<file path="src/rtl/manycore_net_endpoint.sv">
// Manycore tile network endpoint: input FIFO with remote-store/config decode,
// tile freeze register, and a stateless remote-store packet encoder.
module manycore_net_endpoint #(
  parameter int x_cord_width_p = 5,
  parameter int y_cord_width_p = 5,
  parameter int data_width_p   = 32,
  parameter int addr_width_p   = 32,
  parameter int fifo_els_p     = 4,
  localparam int mask_w = data_width_p / 8,
  localparam int pkt_w  = addr_width_p + 2 + mask_w + data_width_p
                        + y_cord_width_p + x_cord_width_p
) (
  input  logic                    clk_i,
  input  logic                    reset_i,

  input  logic                    in_v_i,
  input  logic [pkt_w-1:0]        in_data_i,
  output logic                    in_ready_o,

  output logic                    rs_v_o,
  output logic [addr_width_p-1:0] rs_addr_o,
  output logic [data_width_p-1:0] rs_data_o,
  output logic [mask_w-1:0]       rs_mask_o,
  input  logic                    rs_yumi_i,
  output logic                    unknown_o,
  output logic                    freeze_o,

  input  logic                    req_v_i,
  input  logic [addr_width_p-1:0] req_addr_i,
  input  logic [data_width_p-1:0] req_data_i,
  input  logic                    req_we_i,
  input  logic [mask_w-1:0]       req_mask_i,
  output logic                    req_yumi_o,

  output logic                    out_v_o,
  output logic [pkt_w-1:0]        out_data_o,
  input  logic                    out_ready_i
);

  localparam int xw = x_cord_width_p;
  localparam int yw = y_cord_width_p;
  localparam int lw = addr_width_p - 3 - xw - yw;
  localparam int pw = (fifo_els_p > 2) ? $clog2(fifo_els_p) : 1;
  localparam int cw = $clog2(fifo_els_p + 1);

  logic [pkt_w-1:0] mem [fifo_els_p];
  logic [pw-1:0]    wr_ptr;
  logic [pw-1:0]    rd_ptr;
  logic [cw-1:0]    count;
  logic             enq;
  logic             deq;
  logic             head_v;
  logic [pkt_w-1:0] head;
  logic [1:0]       op;
  logic             freeze_cmd;
  logic             unfreeze_cmd;

  function automatic logic [pw-1:0] nxt(input logic [pw-1:0] p);
    return (p == pw'(fifo_els_p - 1)) ? '0 : p + pw'(1);
  endfunction

  assign in_ready_o = (count != cw'(fifo_els_p));
  assign head_v     = (count != '0);
  assign enq        = in_v_i & in_ready_o;

  always_ff @(posedge clk_i) begin
    if (enq) mem[wr_ptr] <= in_data_i;
  end

  always_ff @(posedge clk_i or posedge reset_i) begin
    if (reset_i) begin
      wr_ptr <= '0;
      rd_ptr <= '0;
      count  <= '0;
    end else begin
      if (enq) wr_ptr <= nxt(wr_ptr);
      if (deq) rd_ptr <= nxt(rd_ptr);
      unique case ({enq, deq})
        2'b10:   count <= count + cw'(1);
        2'b01:   count <= count - cw'(1);
        default: count <= count;
      endcase
    end
  end

  assign head      = mem[rd_ptr];
  assign op        = head[pkt_w-addr_width_p-1 -: 2];
  assign rs_addr_o = head[pkt_w-1 -: addr_width_p];
  assign rs_mask_o = head[pkt_w-addr_width_p-3 -: mask_w];
  assign rs_data_o = head[xw+yw +: data_width_p];

  assign rs_v_o       = head_v & (op == 2'b01);
  assign freeze_cmd   = head_v & (op == 2'b10) & rs_mask_o[0];
  assign unfreeze_cmd = head_v & (op == 2'b10) & ~rs_mask_o[0];
  assign unknown_o    = head_v & ((op == 2'b00) | (op == 2'b11));

  // config and unknown packets never wait for the consumer
  assign deq = (rs_v_o & rs_yumi_i) | freeze_cmd | unfreeze_cmd | unknown_o;

  always_ff @(posedge clk_i or posedge reset_i) begin
    if (reset_i)           freeze_o <= 1'b1;
    else if (freeze_cmd)   freeze_o <= 1'b1;
    else if (unfreeze_cmd) freeze_o <= 1'b0;
  end

  // byte address: [msb]=remote, then y, x, word offset, byte-in-word
  assign out_v_o    = req_v_i & req_addr_i[addr_width_p-1] & req_we_i;
  assign req_yumi_o = out_v_o & out_ready_i;
  assign out_data_o = {
    {(addr_width_p-lw){1'b0}}, req_addr_i[2 +: lw],
    2'b01,
    req_mask_i,
    req_data_i,
    req_addr_i[2+lw+xw +: yw],
    req_addr_i[2+lw +: xw]
  };

  logic unused_byte_off;
  assign unused_byte_off = ^req_addr_i[1:0];

endmodule

</file>
<file path="config.mk">
export PLATFORM = sky130hd
export DESIGN_NAME = manycore_net_endpoint
export DESIGN_NICKNAME = d
export VERILOG_FILES = /design/src/rtl/manycore_net_endpoint.sv
export SDC_FILE = /design/constraint.sdc
export NUM_CORES = 1
export LEC_CHECK = 0
export ABC_CLOCK_PERIOD_IN_PS = 6600
export BUFFER_PORTS_ARGS = -buffer_cell sky130_fd_sc_hd__buf_2
export CORE_MARGIN = 4
export CORE_UTILIZATION = 55
export CTS_CLUSTER_SIZE = 30
export DETAILED_ROUTE_END_ITERATION = 10
export GPL_TIMING_DRIVEN = 0
export HOLD_SLACK_MARGIN = 0.1
export PLACE_DENSITY = 0.82
export SLEW_MARGIN = 20
export SYNTH_ARGS = -nofsm -noshare
export SYNTH_HDL_FRONTEND = slang
export SYNTH_SLANG_ARGS = --single-unit
</file>
<file path="constraint.sdc">
create_clock -name clk_i -period 6.6 [get_ports clk_i]
set_clock_uncertainty 0.1 [all_clocks]
set_input_delay 0.99 -clock clk_i [delete_from_list [all_inputs] [get_ports clk_i]]
set_output_delay 0.99 -clock clk_i [all_outputs]
set_load 0.01 [all_outputs]
</file>
== After elaboration in Yosys (flattened, before gate mapping) ==
Memories as Yosys holds them, arrays and structs flattened.
Cells that the tools add are included.

* Memories: 1
* Bits in writable memories: 320
* Bits of input ports: 155
* Register bits: 8
* Logic and storage cells: 43

{| class="wikitable"
|+ Memory list
! memory !! words !! bits a word !! rd ports !! clocked after memory_dff !! wr ports !! RTL line !! RTL
|-
| mem || 4 || 80 || 1 || 0 || 1 || 46 || <nowiki>logic [pkt_w-1:0] mem [fifo_els_p];</nowiki>
|}

* Eq/ne operators: 8
* Reduce and logical (&&, ||, !) cells: 4
* $add $sub $neg: 4
* Muxes and demuxes: 7
* Bitwise gates (word level): 15

{| class="wikitable"
|+ Operators with widths
! operator !! count
|-
| $and 1x1->1 || 10
|-
| $eq 2x2->1 const B || 5
|-
| $pmux 3 s2 || 1
|-
| $add 2x1->2 const B || 2
|-
| $eq 2x1->1 const B || 2
|-
| $mux 1 || 4
|-
| $mux 2 || 2
|-
| $or 1x1->1 || 4
|-
| $reduce_bool 2->1 || 2
|-
| $add 3x1->3 const B || 1
|-
| $ne 3x3->1 const B || 1
|-
| $reduce_bool 3->1 || 1
|-
| $sub 3x1->3 const B || 1
|-
| $logic_not 2->1 || 1
|-
| $not 1->1 || 1
|}

== Depth between registers and ports, before layout ==
An unclocked memory read counts as a cell.

* Depth in word-level cells: 9
* Depth in mapped cells: 13

== Worst setup path before layout ==
Ideal clock, no wire load.

* Path kind: input-to-reg
* Start: in in_v_i
* End: mem mem[3][10] (netlist bit) (enable)
* Setup slack: 3384 ps
* Setup time: 436 ps
* Stages: 1
* Arrival: 2680 ps
* Path through: and3_1

* Longest elaborated chain between the ends: 3

{| class="wikitable"
|+ RTL lines
! what !! RTL line !! RTL
|-
| start, declared || 16 || <nowiki>input logic in_v_i,</nowiki>
|-
| $and 1x1->1 || 64 || <nowiki>assign enq = in_v_i & in_ready_o;</nowiki>
|-
| $mux 1 || 67 || <nowiki>if (enq) mem[wr_ptr] <= in_data_i;</nowiki>
|-
| $mux 1 (not written as such) || 67 ||
|-
| end, declared || 46 ||
|}

No other way between the ends.

== Worst setup path in the final report ==
* Start: reg rd_ptr[0]
* End: out unknown_o

* Longest elaborated chain between the ends: 4
* Elaborated cells on any way between the ends: 5

{| class="wikitable"
|+ RTL lines
! what !! RTL line !! RTL
|-
| start, declared || 48 || <nowiki>logic [pw-1:0] rd_ptr;</nowiki>
|-
| start signal, assigned || 77 || <nowiki>if (deq) rd_ptr <= nxt(rd_ptr);</nowiki>
|-
| $mem_v2 4x80 * || -- ||
|-
| $eq 2x2->1 / $logic_not 2->1 (equally long branches) || 95 || <nowiki>assign unknown_o = head_v & ((op == 2'b00) | (op == 2'b11));</nowiki>
|-
| $or 1x1->1 * || 95 ||
|-
| $and 1x1->1 * || 95 ||
|-
| end, declared || 25 || <nowiki>output logic unknown_o,</nowiki>
|}

Mark *: on every way between the ends. The rest lies on a longest branch, timed or not.

==> summary.txt <==
Floorplan
  • Core Rows: 51
  • DIE HEIGHT: 151 µm
  • Initial Util: 56.8%
  • Core ar.: 19800 µm²
  • # IOs: 309
  • Horiz. Die Dim: ~150 µm
  • Die ar.: approximately 23000 µm²

Placed design
  • IO buf count: 216
  • DPL Wire Length: between 15000 and 20000 µm
  • Gpl congestion: 0.765

Timing
  • RSZ-0062 raised after global routing: no
  • Max Slew Vio Count: 0
  • Relative slew slack: 55.2%
  • Worst Tran Pin Value: 0.672 ns
  • Fmax: 0.284 GHz
  • Final setup TNS: 0 ns
  • Final Hold Fails: 0
  • Final worst path period need: between 3 and 4 ns
  • Final setup fails: 0
  • Period Utilization, post-route: 53.4%

Power and ir drop
  • PwrDens: 435 nW/µm²
  • Leakage: just over 0.005 µW
  • Peak VDD IR: around 0.00031 V
  • Total power: 5970 µW

Critical path
  • Worst setup SP type: flip-flop
  • Kind of critical path: reg -> out
  • Crit path largest cell delay: ~0.53 ns
  • Worst path arrival time: 2.44 ns
  • Critical Path, Cell by Cell: buf_6 > buf_6 > mux4_2 > ha_1 > nor2b_1 > buf_2
  • Slowest library cell on the worst path: mux4_2
  • Cell mode on critical path: buf_6
  • CP Capture Type: output port
  • Worst-path maximum fanout: 10
  • Critical path data required time: roughly 5.5 ns

CTS
  • CTS hold repair buffers: 0
  • CTS Sinks: 288
  • Worst-path clk slew: 0.06 ns
  • Cts repair resizes: 0
  • Clock buffer depth: 3
  • Root Buffer: clkbuf_16
  • Setup bufs post-CTS: 0
  • CTS tree: built
  • Total CTS buffers: 28
  • Clock latency at the later pin of the worst-skew pair: about 0.53 ns
  • CTS H-tree depth: 1

Yosys
  • Post-synthesis async set-or-reset flop share: between 2 and 3%
  • Yosys cell types: 25
  • Yosys top cell area share: 74.9%
  • Synthesis-stage register bit count: 288
  • Warnings from Yosys: 0
  • Avg Cell Area, Syn: between 20 and 25 µm²
  • Ys flop type: edfxtp_1
  • Syn Inst Count: 500
  • Cell Area, Synth: 11200 µm²
  • Post-synth EDFFs: 280
  • Cell taking the most area after synthesis: edfxtp_1
  • Synth area leaders: edfxtp_1 75%, mux4_2 14%, buf_4 5.4%
  • Seq/Total Area, Yosys: 76.7%

GRT
  • Grt ovf: 0
  • First-pass GRT wire length: 34600 µm
  • Vias in the first global route: 6045
  • Initial antenna violation count: 6
  • Largest net degree at the start of global routing: 42
  • GRT Total Usage: between 20% and 30%

Worst hold path
  • Worst Hold Class: in -> async

Final layout
  • Multi-input combinational cell area: slightly below 2000 µm²
  • Synth-to-Final Area Change: 22.2%
  • FF+latch area: 8610 µm²
  • Layout cell share with drive strength beyond 1: between 50 and 60%
  • Fillers: 1259
  • Fin nets: 927

Run
  • Max Cap Viol: 0

Routing
  • DRT iter0 DRCs: roughly 300
  • DRC: 0
  • Routed vias: 5640
  • Average routed wire per standard cell: 22.5 µm
  • Initial DRT Pass Iterations: 4
  • Via density per instance: 5.36
  • Antenna Violating Nets Remaining: 0
  • Final WL: 23700 µm

Status
  • Status: finished, final reports clean
[final timing paths]
check / startpoint / end / slack, ns / cells past startpoint
min in group clk_i: count[2] / count[2] / 0.40 / 1
max in group asynchronous: reset_i / freeze_o / 5.81 / 2
max: rd_ptr[0] / unknown_o / 3.07 / 6
min reg2reg: count[2] / count[2] / 0.40 / 1
max reg2reg: rd_ptr[0] / count[2] / 3.40 / 12
min: reset_i / wr_ptr[1] / 0.30 / 2
[final cells by class]
type / count / area share, %
diodes: 3 / 0.0547
plain buffers: 97 / 5.06
clock buffers: 37 / 5.51
clock inverters: 15 / 1.04
inverters: 8 / 0.219
multi-input cells: 120 / 14.3
flip-flops and latches: 288 / 62.8
well taps: 265 / 2.42
repair buffers: 220 / 8.63
[cell usage in the layout, fill, tap and decap left out, types with 4 or more instances in the layout]
| cell type | n |
|---|---|
| inv_1 | 8 |
| buf_4 | 81 |
| clkbuf_16 | 29 |
| mux4_2 | 70 |
| edfxtp_1 | 280 |
| dfrtp_1 | 7 |
| nor2_1 | 4 |
| ha_1 | 8 |
| buf_2 | 225 |
| clkinv_1 | 8 |
| conb_1 | 15 |
| clkbuf_1 | 13 |
| mux2_2 | 5 |
| and3_4 | 4 |
[stage by stage]
| stage | worst slack [ns] | hold WS [ns] | cell area (µm²) | util (%) | std cells |
|---|---|---|---|---|---|
| 5_1_grt | 2.93 | 0.294 | 13700 | 69.3 | 1052 |
| 3_5_place_dp | 3.39 | 0.388 | 12800 | 64.8 | 998 |
| 6_report | 3.07 | 0.296 | 13700 | 69.3 | 1053 |
| 3_3_place_gp | 2.16 | 0.373 | 12700 | 64.1 | 994 |
| 2_1_floorplan | 3.38 | 0.355 | 11300 | - | 513 |
| 4_1_cts | 3.02 | 0.284 | 13700 | 69.3 | 1050 |
[routing by layer]
| metal | vias to the layer above | global-route usage, % | wire length, µm |
|---|---|---|---|
| met2 | 273 | 38.4 | 13000 |
| met3 | 41 | 6.64 | 2430 |
| li1 | 2457 | - | - |
| met4 | 8 | 4.94 | 476 |
| met5 | - | 0 | 46 |
| met1 | 2861 | 22.4 | 7780 |
[cell families after synthesis]
family	synth area share [%]
and+or+nand+nor	0.791
DFF	76.7
adders and majority gates	1.07
other	0.0669
xor gates and xnor gates	0.234
AOI/OAI and AO/OA	0.0669
buffers and inverters	6.45
muxes	14.6
[registers in the layout, summed over array words and instances (netlist names)]
name	cells
mem	280
count	3
wr_ptr	2
rd_ptr	2
freeze_o	1
[synth_stat cells (all sizes together) (2+ instances only)]
| library cell | count |
|---|---|
| clkbuf | 5 |
| mux2 | 5 |
| conb | 2 |
| dfrtp | 7 |
| mux4 | 70 |
| edfxtp | 280 |
| nor2 | 4 |
| nor2b | 2 |
| and3 | 5 |
| ha | 8 |
| xor2 | 2 |
| buf | 92 |
| inv | 8 |
[worst max-delay path, delay by kind of cell, from the launching register on]
| kind | cells | cell delay (ns) |
|---|---|---|
| adders and majority gates | 1 | 0.32 |
| buffers and inverters | 3 | 0.53 |
| DFF | 1 | 0.36 |
| muxes | 1 | 0.53 |
| and+or+nand+nor | 1 | 0.16 |
[power breakdown]
| part | total (µW) | leakage, µW | internal (µW) | switching (µW) |
|---|---|---|---|---|
| Sequential | 2510 | 0.00266 | 2420 | 89.1 |
| Combinational | 1910 | 0.00203 | 886 | 1030 |
| Clock | 1540 | 0.000434 | 917 | 625 |
| Total | 5970 | 0.00512 | 4230 | 1740 |
No activity file was read; power rests on OpenSTA's default activity.
